### src/rtl/cdb_writeback_arbiter.sv
// CDB writeback arbiter: per-pipe result FIFOs drained onto a single common data bus
// with round-robin selection, one registered broadcast per cycle.
module cdb_writeback_arbiter #(
    parameter int DATA_WIDTH = 32,
    parameter int TAG_WIDTH  = 6,
    parameter int NUM_SRC    = 2,
    parameter int FIFO_DEPTH = 2
) (
    input  logic                            clk,
    input  logic                            rst_n,
    input  logic                            flush_i,
    input  logic [NUM_SRC-1:0]              valid_i,
    output logic [NUM_SRC-1:0]              ready_o,
    input  logic [NUM_SRC*DATA_WIDTH-1:0]   data_i,
    input  logic [NUM_SRC*TAG_WIDTH-1:0]    tag_i,
    input  logic [NUM_SRC-1:0]              zero_i,
    output logic                            cdb_valid_o,
    output logic [DATA_WIDTH-1:0]           cdb_data_o,
    output logic [TAG_WIDTH-1:0]            cdb_tag_o,
    output logic                            cdb_zero_o,
    output logic [$clog2(NUM_SRC)-1:0]      cdb_src_o
);
    localparam int SRC_W = $clog2(NUM_SRC);
    localparam int PTR_W = $clog2(FIFO_DEPTH);
    localparam int CNT_W = $clog2(FIFO_DEPTH + 1);
    localparam int ENT_W = DATA_WIDTH + TAG_WIDTH + 1;

    logic [ENT_W-1:0]      r_mem  [NUM_SRC][FIFO_DEPTH];
    logic [PTR_W-1:0]      r_wptr [NUM_SRC];
    logic [PTR_W-1:0]      r_rptr [NUM_SRC];
    logic [CNT_W-1:0]      r_cnt  [NUM_SRC];
    logic [SRC_W-1:0]      r_rr;

    logic                  r_cdb_valid;
    logic [DATA_WIDTH-1:0] r_cdb_data;
    logic [TAG_WIDTH-1:0]  r_cdb_tag;
    logic                  r_cdb_zero;
    logic [SRC_W-1:0]      r_cdb_src;

    logic [NUM_SRC-1:0]    w_push;
    logic [NUM_SRC-1:0]    w_pop;
    logic [NUM_SRC-1:0]    w_nonempty;
    logic                  w_gnt_vld;
    logic [SRC_W-1:0]      w_gnt_idx;
    logic [ENT_W-1:0]      w_head;

    function automatic logic [SRC_W-1:0] f_wrap_inc(input logic [SRC_W-1:0] base, input int offs);
        int s;
        s = int'(base) + offs;
        if (s >= NUM_SRC) s = s - NUM_SRC;
        return SRC_W'(s);
    endfunction

    // ready depends only on the registered count, so a same-cycle pop never opens the door
    for (genvar k = 0; k < NUM_SRC; k++) begin : g_src
        assign ready_o[k]    = r_cnt[k] < CNT_W'(FIFO_DEPTH);
        assign w_nonempty[k] = r_cnt[k] != '0;
        assign w_push[k]     = valid_i[k] & ready_o[k] & ~flush_i;
        assign w_pop[k]      = w_gnt_vld & (w_gnt_idx == SRC_W'(k)) & ~flush_i;
    end

    always_comb begin
        w_gnt_vld = 1'b0;
        w_gnt_idx = r_rr;
        for (int i = 0; i < NUM_SRC; i++) begin
            if (!w_gnt_vld && w_nonempty[f_wrap_inc(r_rr, i)]) begin
                w_gnt_vld = 1'b1;
                w_gnt_idx = f_wrap_inc(r_rr, i);
            end
        end
    end

    assign w_head = r_mem[w_gnt_idx][r_rptr[w_gnt_idx]];

    always_ff @(posedge clk) begin
        for (int k = 0; k < NUM_SRC; k++) begin
            if (w_push[k])
                r_mem[k][r_wptr[k]] <= {zero_i[k], tag_i[k*TAG_WIDTH +: TAG_WIDTH],
                                        data_i[k*DATA_WIDTH +: DATA_WIDTH]};
        end
    end

    always_ff @(posedge clk or negedge rst_n) begin
        if (!rst_n) begin
            for (int k = 0; k < NUM_SRC; k++) begin
                r_wptr[k] <= '0;
                r_rptr[k] <= '0;
                r_cnt[k]  <= '0;
            end
        end else if (flush_i) begin
            for (int k = 0; k < NUM_SRC; k++) begin
                r_wptr[k] <= '0;
                r_rptr[k] <= '0;
                r_cnt[k]  <= '0;
            end
        end else begin
            for (int k = 0; k < NUM_SRC; k++) begin
                if (w_push[k]) r_wptr[k] <= r_wptr[k] + PTR_W'(1);
                if (w_pop[k])  r_rptr[k] <= r_rptr[k] + PTR_W'(1);
                if (w_push[k] && !w_pop[k])      r_cnt[k] <= r_cnt[k] + CNT_W'(1);
                else if (!w_push[k] && w_pop[k]) r_cnt[k] <= r_cnt[k] - CNT_W'(1);
            end
        end
    end

    // payload holds its last value when idle; only valid drops
    always_ff @(posedge clk or negedge rst_n) begin
        if (!rst_n) begin
            r_rr        <= '0;
            r_cdb_valid <= 1'b0;
            r_cdb_data  <= '0;
            r_cdb_tag   <= '0;
            r_cdb_zero  <= 1'b0;
            r_cdb_src   <= '0;
        end else if (flush_i) begin
            r_rr        <= '0;
            r_cdb_valid <= 1'b0;
        end else if (w_gnt_vld) begin
            r_rr        <= f_wrap_inc(w_gnt_idx, 1);
            r_cdb_valid <= 1'b1;
            {r_cdb_zero, r_cdb_tag, r_cdb_data} <= w_head;
            r_cdb_src   <= w_gnt_idx;
        end else begin
            r_cdb_valid <= 1'b0;
        end
    end

    assign cdb_valid_o = r_cdb_valid;
    assign cdb_data_o  = r_cdb_data;
    assign cdb_tag_o   = r_cdb_tag;
    assign cdb_zero_o  = r_cdb_zero;
    assign cdb_src_o   = r_cdb_src;

endmodule
### config.mk
export PLATFORM = sky130hd
export DESIGN_NAME = cdb_writeback_arbiter
export DESIGN_NICKNAME = d
export VERILOG_FILES = /design/src/rtl/cdb_writeback_arbiter.sv
export SDC_FILE = /design/constraint.sdc
export NUM_CORES = 1
export LEC_CHECK = 0
export ABC_CLOCK_PERIOD_IN_PS = 7400
export CORE_ASPECT_RATIO = 0.6
export CORE_MARGIN = 4
export CORE_UTILIZATION = 45
export CTS_CLUSTER_DIAMETER = 200
export DETAILED_ROUTE_END_ITERATION = 8
export GPL_ROUTABILITY_DRIVEN = 0
export PLACE_DENSITY = 0.81
export SLEW_MARGIN = 20
export SYNTH_ARGS = -nofsm -noshare
export SYNTH_HDL_FRONTEND = slang
export SYNTH_SLANG_ARGS = --single-unit
### constraint.sdc
create_clock -name clk -period 7.4 [get_ports clk]
set_input_delay 1.11 -clock clk [delete_from_list [all_inputs] [get_ports clk]]
set_output_delay 1.11 -clock clk [all_outputs]
set_load 0.02 [all_outputs]
==> qor.yml <==
wirelength_um: 17000
antenna_found_initial: 0
peakVddDrop_uv: 183
numPortBuffers: 125
syn_avg_cell_area_um2: 16.4
yosysSeqAreaShare_pct: 75.9
rows: 37
worst-path-buf-inv: 2
wl_per_cell_um: 20.0
htreeDepth: 1
n_antenna_cell: 0
grt_pass1_vias: 4554
synth_cells: 476
worst_path_largest_cell_delay_ps: 840
fillers: 1314
path_clk_slew_ps: 60
cp_num_cells: 5
worstMarginPinSlew_ps: 1040
grt_first_pass_wirelength_um: 25500
end_kind: "flop"
worstSetupPathType: "primary input to flop"
syn-num-nets: 559
clk-insertion-delay-late_ps: 490
drt-initial-drc-count: 308
crit_chain: "clkdlybuf4s50_1 -> a21o_2 -> buf_4 -> a21oi_1 -> a22o_1"
io_pins: 126
clock_skew_ps: 19.0
setup_violations: 0
dp_hpwl_um: 10500
ys_ff_latch: 206
yosys_warnings: 0
dieArea_um2: 19600
dieWidth_um: 178
via_per_inst: 5.28
rr_worst_depth: 5
vias: 4486
timing.hold.ws_ps: 508
coreArea_um2: 17100
slew_viol_final: 0
ys_types: 28
synthArstFlopShare_pct: 24.3
grt_overflow: 0
p_per_area_nw_per_um2: 357
start_util_pct: 45.8
startpoint_type: "primary input"
postCtsSetupRepairBufs: 0
cts.sinks: 206
synth_area_um2: 7830
cts-root-buf: "clkbuf_16"
final_cells: 850
min_path_cells: 1
clock.fmax_ghz: 0.325
status: "finished, final reports clean"
nets: 685
fin_util_pct: 58.0
grt_max_degree: 51
finalPower_w: 0.00354
drive_above_1_share_pct: 7.47
rsz0062_at_grt: "no"
cts_tree: "done"
crit_fanout: 46
hp-class: "flop to flop"
setup_tns_ps: 0
slew_headroom_pct: 30.6
firstDrtPassIters: 5
ctsResizeCount: 0
leakagePower_nw: 3.54
die_h_um: 110
cap_violations: 0
numCtsBuffers: 20
fin_crit_sh_pct: 41.6
critPathTopFamily: "buffers and inverters"
numPlacedInstances: 814
drc: 0
ys_dominant_reg_cell: "edfxtp_1"
grt_usage_pct: 17.1
required_ps: 7770
cts_hold_buf: 0
ant_nets: 0
crit_path_top_delay_cell: "clkdlybuf4s50_1"
finalHoldViolations: 0
synthToLayoutAreaGrowth_pct: 26.5
cp.arrival_ps: 3450
period_needed_ps: 3080
clockBufferDepth: 3
synth-edff-count: 156
cells in the final DEF (no fill, tap or decap), drive strengths merged, types with 8 or more instances in the layout:
master	count
edfxtp	156
clkdlybuf4s50	124
mux2i	78
dfrtp	50
a21oi	45
nand2	42
a22o	39
clkbuf	28
nor2	9
buf	8
power breakdown:
group / switching (W) / internal (W) / total (W) / leakage [nW]
Clock: 0.000405 / 0.000539 / 0.000945 / 0.293
Sequential: 0.000136 / 0.00143 / 0.00156 / 2.05
Combinational: 0.000543 / 0.000485 / 0.00103 / 1.20
stage by stage:
step           instance area [µm²]  setup slack, ps
3_3_place_gp                  9290             3970
4_1_cts                       9900             4340
5_1_grt                       9900             4160
6_report                      9900             4320
3_5_place_dp                  9290             3830
2_1_floorplan                 7830             2610
flip-flops by register name, summed over array words and instances (netlist names):
name / cells
cdb_data_o: 32
cdb_src_o: 1
cdb_tag_o: 6
cdb_valid_o: 1
cdb_zero_o: 1
r_cnt: 4
r_mem: 156
r_rptr: 2
r_rr: 1
r_wptr: 2
logic make-up (layout without fill, tap and decap cells):
group / count (synthesis) / count (layout) / share of synthesized area, %
compound gates: 92 / 92 / 7.90
xor+xnor: 5 / 5 / 0.560
fa+ha+maj: 2 / 2 / 0.288
buf+inv: 32 / 172 / 2.06
flops: 206 / 206 / 75.9
mux: 79 / 79 / 10.1
simple gates: 60 / 60 / 3.21
Yosys cell counts (2+ instances only):
cell | count | share of area, %
a21oi_1 | 45 | 2.9
a22o_1 | 39 | 4.4
buf_1 | 3 | 0.14
buf_2 | 9 | 0.58
buf_6 | 4 | 0.58
clkbuf_1 | 12 | 0.58
dfrtp_1 | 50 | 16
edfxtp_1 | 156 | 60
inv_1 | 4 | 0.19
maj3_2 | 2 | 0.29
mux2i_1 | 78 | 10
nand2_1 | 42 | 2.0
nor2_1 | 9 | 0.43
nor3b_1 | 2 | 0.19
o21ai_0 | 5 | 0.32
xnor2_1 | 3 | 0.34
xor2_1 | 2 | 0.22
final timing paths:
path	startpoint	to	slack, ps
setup reg to reg	r_cnt[1]$_DFFE_PN0P_	cdb_data_o[10]$_DFFE_PN0P_	5130
setup / recovery	flush_i	cdb_data_o[10]$_DFFE_PN0P_	4320
hold / removal	cdb_data_o[24]$_DFFE_PN0P_	cdb_data_o[24]$_DFFE_PN0P_	510
max in group asynchronous	rst_n	r_rptr[0]$_DFFE_PN0P_	6110
hold reg to reg	cdb_data_o[24]$_DFFE_PN0P_	cdb_data_o[24]$_DFFE_PN0P_	510
min in group asynchronous	rst_n	cdb_data_o[12]$_DFFE_PN0P_	770
routing by layer:
| layer | share of wire (%) | track usage [%] | vias up | wire (µm) |
|---|---|---|---|---|
| li1 | - | - | 2052 | - |
| met1 | 44 | 23.7 | 2247 | 7420 |
| met2 | 47 | 27.9 | 170 | 7910 |
| met3 | 8.5 | 4.67 | 17 | 1440 |
| met4 | 1.3 | 2.74 | 0 | 221 |
| met5 | 0 | 0 | - | 0 |
cell type report:
cell class | count | area, µm² | area share, %
multi-input combinational | 238 | 1750 | 17.6
inverter | 4 | 15.0 | 0.152
clock inverter | 8 | 40.0 | 0.404
tap | 234 | 293 | 2.96
timing repair buffer | 132 | 1300 | 13.1
clock buffer | 28 | 572 | 5.77
sequential | 206 | 5940 | 60.0
No activity file was read; power rests on OpenSTA's default activity.
